**config.mk**
```make
export PLATFORM = sky130hd
export DESIGN_NAME = phase_request_arbiter
export DESIGN_NICKNAME = d
export VERILOG_FILES = /design/src/rtl/tlc_pkg.sv /design/src/rtl/phase_timer.sv /design/src/rtl/phase_request_arbiter.sv
export SDC_FILE = /design/constraint.sdc
export NUM_CORES = 1
export LEC_CHECK = 0
export BUFFER_PORTS_ARGS = -buffer_cell sky130_fd_sc_hd__buf_2
export CORE_ASPECT_RATIO = 1.4
export CORE_UTILIZATION = 41
export CTS_CLUSTER_DIAMETER = 120
export DETAILED_ROUTE_END_ITERATION = 12
export PLACE_DENSITY = 0.59
export SETUP_SLACK_MARGIN = 0.2
export SLEW_MARGIN = 15
export SYNTH_ARGS = -nofsm -noshare
export SYNTH_HDL_FRONTEND = slang
export SYNTH_SLANG_ARGS = --single-unit
```
**constraint.sdc**
```tcl
create_clock -name clk -period 4.3 [get_ports clk]
set_input_delay 0.215 -clock clk [delete_from_list [all_inputs] [get_ports clk]]
set_output_delay 0.215 -clock clk [all_outputs]
set_load 0.01 [all_outputs]
```
**src/rtl/tlc_pkg.sv**
```systemverilog
// Shared types and default timing for the traffic_light_controller family of blocks.
// Phase codes are part of the external interface (phase output) and must not be renumbered.
package tlc_pkg;

  typedef enum logic [2:0] {
    G_NS = 3'd0,
    Y_NS = 3'd1,
    AR_A = 3'd2,
    G_EW = 3'd3,
    Y_EW = 3'd4,
    AR_B = 3'd5,
    WALK = 3'd6,
    AR_P = 3'd7
  } phase_t;

  localparam logic DIR_NS = 1'b0;
  localparam logic DIR_EW = 1'b1;

  localparam int TLC_TW           = 6;
  localparam int TLC_MIN_GREEN    = 10;
  localparam int TLC_MAX_GREEN    = 30;
  localparam int TLC_YELLOW_TIME  = 5;
  localparam int TLC_ALL_RED_TIME = 2;
  localparam int TLC_WALK_TIME    = 8;

  function automatic phase_t green_of(input logic dir);
    return (dir == DIR_EW) ? G_EW : G_NS;
  endfunction

endpackage

```
**src/rtl/phase_timer.sv**
```systemverilog
// Tick counter for the current phase: synchronous clear, saturation at all-ones,
// and an expired flag meaning "this tick completes a phase of i_limit ticks".
module phase_timer #(
  parameter int TW = 6
) (
  input  logic          clk,
  input  logic          reset,
  input  logic          i_tick,
  input  logic          i_clear,
  input  logic [TW-1:0] i_limit,
  output logic [TW-1:0] o_count,
  output logic          o_expired
);

  localparam logic [TW-1:0] C_SAT = '1;

  logic [TW-1:0] r_count;

  // NOTE: sequential state uses non-blocking assignments so every register samples pre-edge values.
  always_ff @(posedge clk or posedge reset) begin
    if (reset) begin
      r_count <= '0;
    end else if (i_clear) begin
      r_count <= '0;
    end else if (i_tick && (r_count != C_SAT)) begin
      r_count <= r_count + TW'(1);
    end
  end

  // Limits are at least 1, so limit-1 never wraps.
  assign o_expired = i_tick && (r_count >= (i_limit - TW'(1)));
  assign o_count   = r_count;

endmodule

```
**src/rtl/phase_request_arbiter.sv**
```systemverilog
// Right-of-way arbiter for a 4-way crossing: NS/EW vehicle greens, optional
// pedestrian phase (build with PED_PHASE_EN), and emergency pre-empt.
module phase_request_arbiter
  import tlc_pkg::*;
#(
  parameter int TW           = TLC_TW,
  parameter int MIN_GREEN    = TLC_MIN_GREEN,
  parameter int MAX_GREEN    = TLC_MAX_GREEN,
  parameter int YELLOW_TIME  = TLC_YELLOW_TIME,
  parameter int ALL_RED_TIME = TLC_ALL_RED_TIME,
  parameter int WALK_TIME    = TLC_WALK_TIME
) (
  input  logic          clk,
  input  logic          reset,
  input  logic          tick,
  input  logic          ns_req,
  input  logic          ew_req,
  input  logic          ped_req,
  input  logic          emg_req,
  input  logic          emg_dir,
  output logic          ns_red,
  output logic          ns_yellow,
  output logic          ns_green,
  output logic          ew_red,
  output logic          ew_yellow,
  output logic          ew_green,
  output logic          walk,
  output logic          ped_ack,
  output logic [2:0]    phase,
  output logic [TW-1:0] timer
);

  localparam logic [TW-1:0] C_MIN_GREEN = TW'(MIN_GREEN);
  localparam logic [TW-1:0] C_MAX_LAST  = TW'(MAX_GREEN - 1);
  localparam logic [TW-1:0] C_YELLOW    = TW'(YELLOW_TIME);
  localparam logic [TW-1:0] C_ALL_RED   = TW'(ALL_RED_TIME);
  localparam logic [TW-1:0] C_WALK      = TW'(WALK_TIME);

  phase_t        r_state;
  phase_t        w_next;
  logic [TW-1:0] w_limit;
  logic [TW-1:0] w_timer;
  logic          w_expired;
  logic          w_max_expired;
  logic          w_change;
  logic          w_ped;
  logic          w_ns_demand;
  logic          w_ew_demand;

  phase_timer #(.TW(TW)) u_timer (
    .clk       (clk),
    .reset     (reset),
    .i_tick    (tick),
    .i_clear   (w_change),
    .i_limit   (w_limit),
    .o_count   (w_timer),
    .o_expired (w_expired)
  );

  assign w_change      = (w_next != r_state);
  assign w_max_expired = tick && (w_timer >= C_MAX_LAST);

`ifdef PED_PHASE_EN
  logic r_ped_pending;
  logic r_last_dir;

  // A press in the WALK entry cycle is a new call and must survive the clear.
  always_ff @(posedge clk or posedge reset) begin
    if (reset) begin
      r_ped_pending <= 1'b0;
    end else if (ped_req) begin
      r_ped_pending <= 1'b1;
    end else if ((w_next == WALK) && (r_state != WALK)) begin
      r_ped_pending <= 1'b0;
    end
  end

  always_ff @(posedge clk or posedge reset) begin
    if (reset) begin
      r_last_dir <= DIR_NS;
    end else if ((w_next == AR_A) && (r_state != AR_A)) begin
      r_last_dir <= DIR_NS;
    end else if ((w_next == AR_B) && (r_state != AR_B)) begin
      r_last_dir <= DIR_EW;
    end
  end

  assign w_ped = r_ped_pending;
`else
  logic w_unused_ped;
  assign w_unused_ped = ped_req;
  assign w_ped        = 1'b0;
`endif

  // Opposing demand seen from each green.
  assign w_ew_demand = ew_req | w_ped;
  assign w_ns_demand = ns_req | w_ped;

  always_comb begin
    w_limit = C_MIN_GREEN;
    case (r_state)
      G_NS, G_EW: w_limit = C_MIN_GREEN;
      Y_NS, Y_EW: w_limit = C_YELLOW;
      AR_A, AR_B: w_limit = C_ALL_RED;
      WALK:       w_limit = C_WALK;
      AR_P:       w_limit = C_ALL_RED;
      default:    w_limit = C_MIN_GREEN;
    endcase
  end

  // NOTE: w_next gets a default before the case so no path leaves it unassigned (no latch).
  always_comb begin
    w_next = r_state;
    if (tick) begin
      case (r_state)
        G_NS: begin
          // Pre-empt toward NS holds green; toward EW ends it at once.
          if (emg_req) begin
            if (emg_dir == DIR_EW) w_next = Y_NS;
          end else if (w_ew_demand && (w_expired || w_max_expired)) begin
            w_next = Y_NS;
          end
        end
        G_EW: begin
          if (emg_req) begin
            if (emg_dir == DIR_NS) w_next = Y_EW;
          end else if (w_ns_demand && (w_expired || w_max_expired)) begin
            w_next = Y_EW;
          end
        end
        Y_NS: if (w_expired) w_next = AR_A;
        Y_EW: if (w_expired) w_next = AR_B;
        AR_A: begin
          if (w_expired) begin
            if (emg_req)    w_next = green_of(emg_dir);
`ifdef PED_PHASE_EN
            else if (w_ped) w_next = WALK;
`endif
            else            w_next = G_EW;
          end
        end
        AR_B: begin
          if (w_expired) begin
            if (emg_req)    w_next = green_of(emg_dir);
`ifdef PED_PHASE_EN
            else if (w_ped) w_next = WALK;
`endif
            else            w_next = G_NS;
          end
        end
`ifdef PED_PHASE_EN
        WALK: if (w_expired || emg_req) w_next = AR_P;
        AR_P: begin
          if (w_expired) begin
            if (emg_req) w_next = green_of(emg_dir);
            else         w_next = green_of(~r_last_dir);
          end
        end
`endif
        default: w_next = G_NS;
      endcase
    end
  end

  always_ff @(posedge clk or posedge reset) begin
    if (reset) begin
      r_state <= G_NS;
    end else begin
      r_state <= w_next;
    end
  end

  // Moore lamp decode from the state register only.
  always_comb begin
    ns_green  = (r_state == G_NS);
    ns_yellow = (r_state == Y_NS);
    ns_red    = !(ns_green || ns_yellow);
    ew_green  = (r_state == G_EW);
    ew_yellow = (r_state == Y_EW);
    ew_red    = !(ew_green || ew_yellow);
  end

`ifdef PED_PHASE_EN
  assign walk    = (r_state == WALK);
  assign ped_ack = r_ped_pending;
`else
  assign walk    = 1'b0;
  assign ped_ack = 1'b0;
`endif

  assign phase = r_state;
  assign timer = w_timer;

endmodule

```
==> metrics.yaml <==
clock-root-buffer: "clkbuf_4"
synth_flop_cell: "dfrtp_1"
utilization_pct: 50.1
required_ps: 4460
grt_first_pass_wirelength_mm: 4.14
htree_num_levels: 1
die_h_um: 63.2
vias_per_cell: 5.42
worstSetupPathType: "register to register"
buffer_ports.inserted: 21
fin_nets: 170
cpPeakStageDelay_ps: 470
die_area_mm2: 0.00289
synth_cells: 127
gp_congestion: 0.833
track_usage_pct: 19.3
dp_hpwl_mm: 2.04
yosysWarnings: 0
first_global_vias: 986
vdd_drop_max_mv: 0.604
ys_types: 44
status: "finished clean"
synth-xor-area-share_pct: 1.59
post_cts_resized: 0
muxShareOfSynthArea_pct: 1.82
crit_fanout: 8
synthAdderAreaFrac_pct: 14.8
clk_latency_ps: 260
critPathCaptureType: "register"
tritoncts: "built"
critPathArrivalTime_ps: 3870
finalCritPeriodShare_pct: 86.2
yosysSeqAreaShare_pct: 20.5
die_w_um: 45.7
drive_gt1_share_pct: 25.0
grt_start_max_net_pins: 18
via_count: 986
hold_viol: 0
setup_violations: 0
initial_core_util_pct: 44.5
io_pins: 25
drv_cap: 0
tightest_slew_ps: 572
nFillCells: 267
netlist_area_mm2: 0.00110
reg2reg_depth: 14
core_area_mm2: 0.00247
avgSynthCellArea_um2: 8.65
startpoint_type: "register"
fin_crit_ps: 3710
slew_violations: 0
area_growth_pct: 12.6
drtPass1Iterations: 4
synth_top_family_by_area: "compound AO/OA/AOI/OAI gates"
slew_headroom_pct: 61.9
holdPathStages: 4
p_per_area_mw_per_mm2: 797
route.detailed.drc: 0
tns_ps: 0
synth-compound-area-share_pct: 27.7
rsz0062_at_grt: "false"
cts_sinks: 9
synth_simple_gate_area_share_pct: 25.7
fin_worst_skew_ps: 5.10
yosys_register_bits: 9
grt_remaining_overflow: 0
antenna_cells: 0
leakage_nw: 0.599
wl_per_cell_um: 13.7
wirelength_mm: 2.50
worstPathCellList: "inv_1 -> ha_1 -> inv_1 -> nor2_1 -> nor2_1 -> ha_1 -> xnor2_1 -> ha_1 -> a2111o_1 -> a21oi_4 -> nor2_2 -> a41oi_2 -> o211ai_4 -> nor4b_2"
antenna_left: 0
drt_iter0_drc: 17
async_flop_share_pct: 100
crit_top_cell: "ha_1"
max_freq_mhz: 270
hold_class: "input port to register"
cts_buffers: 3
cts.path.max_buffers: 2
synth-edff-count: 0
row_count: 21
cp_slowest_cell: "a2111o_1"
grt_antenna_before_repair: 0
cts.clk_slew.worst_paths_ps: 60
==> cell usage in the layout, fill, tap and decap left out, types with 3 or more instances in the layout <==
cell	instances
nand2b_1	4
clkbuf_4	3
nand3_1	5
and2_1	4
inv_1	9
nor2_1	13
ha_1	13
nor2b_1	3
buf_2	21
dfrtp_1	9
nor3_1	6
a21oi_1	3
o21ai_1	4
nand3b_1	3
a21o_1	4
nand2_1	9
==> stage by stage <==
step           hold WS, ps  instances  cell area (µm²)  setup WS, ps  power, mW
4_1_cts                390        182             1240           564       1.00
6_report               406        182             1240           592      0.987
3_5_place_dp           191        177             1200           594      0.930
2_1_floorplan         42.9        128             1100           845      0.756
5_1_grt                419        182             1240           329       1.08
3_3_place_gp           179        177             1200           627      0.909
==> repair_timing <==
action,4_1_cts,5_1_grt
hold buffers,1,0
setup endpoints to repair,0,0
buffers inserted,0,0
endpoints found under the hold margin,9,0
==> registers in the layout (all words and copies together) (netlist names) <==
| register | cells |
|---|---|
| u_timer.o_count | 6 |
| phase | 3 |
==> worst paths after layout <==
kind | slack, ps | end | from
setup / recovery | 590 | u_timer.o_count[5] | phase[1]
max in group asynchronous | 3600 | u_timer.o_count[1] | reset
hold / removal | 410 | phase[0] | tick
min in group asynchronous | 450 | u_timer.o_count[3] | reset
hold reg to reg | 610 | phase[1] | phase[1]
setup reg to reg | 590 | u_timer.o_count[5] | phase[1]
==> final cells by class <==
cell class,count,area (µm²),share of cell area [%]
clock buffer,4,26.3,2.12
sequential,9,225,18.2
tap,34,42.5,3.44
inverter,9,33.8,2.73
multi-input combinational,104,795,64.2
timing repair buffer,22,115,9.30
==> worst max-delay path, delay by kind of cell (launching register included) <==
family / cells / cell delay (ps)
flops: 1 / 430
buf+inv: 2 / 370
compound gates: 4 / 1130
xor+xnor: 1 / 160
simple gates: 4 / 680
fa+ha+maj: 3 / 830
==> kinds of logic (layout without fill, tap and decap cells) <==
kind of cell    Yosys count  count (layout)
other cells               1               2
buf+inv                  15              35
xor+xnor                  2               2
compound gates           32              32
simple gates             53              53
mux                       2               2
flops                     9               9
fa+ha+maj                13              13
==> power breakdown <==
part | leakage (nW) | total (mW) | internal, mW | switching, mW
Combinational | 0.465 | 0.753 | 0.307 | 0.447
Clock | 0.0150 | 0.0644 | 0.0357 | 0.0287
Sequential | 0.119 | 0.169 | 0.113 | 0.0555
Total | 0.599 | 0.987 | 0.456 | 0.531
==> routing by layer <==
metal  wire length (µm)  GRT usage (%)
met5                  0              0
met4                 65           9.93
met3                 71          0.860
met2               1360           35.9
met1               1000           20.2
==> synth_stat cells (all sizes together) (2+ instances only) <==
master	instances	area share (%)
xnor2	2	1.6
nand3	6	3.2
a21o	4	2.7
nor3	6	2.7
and2	4	2.3
nand2b	4	2.3
mux2i	2	1.8
nor2b	3	1.7
o22ai	3	3.0
nand3b	3	2.0
o31ai	2	1.4
a21oi	5	3.6
inv	9	3.1
buf	5	4.1
o211ai	3	3.8
o21ai	6	2.7
nor2	14	5.0
nand2	9	3.1
ha	13	15
dfrtp	9	21
Power figures use the tool's default switching activity.
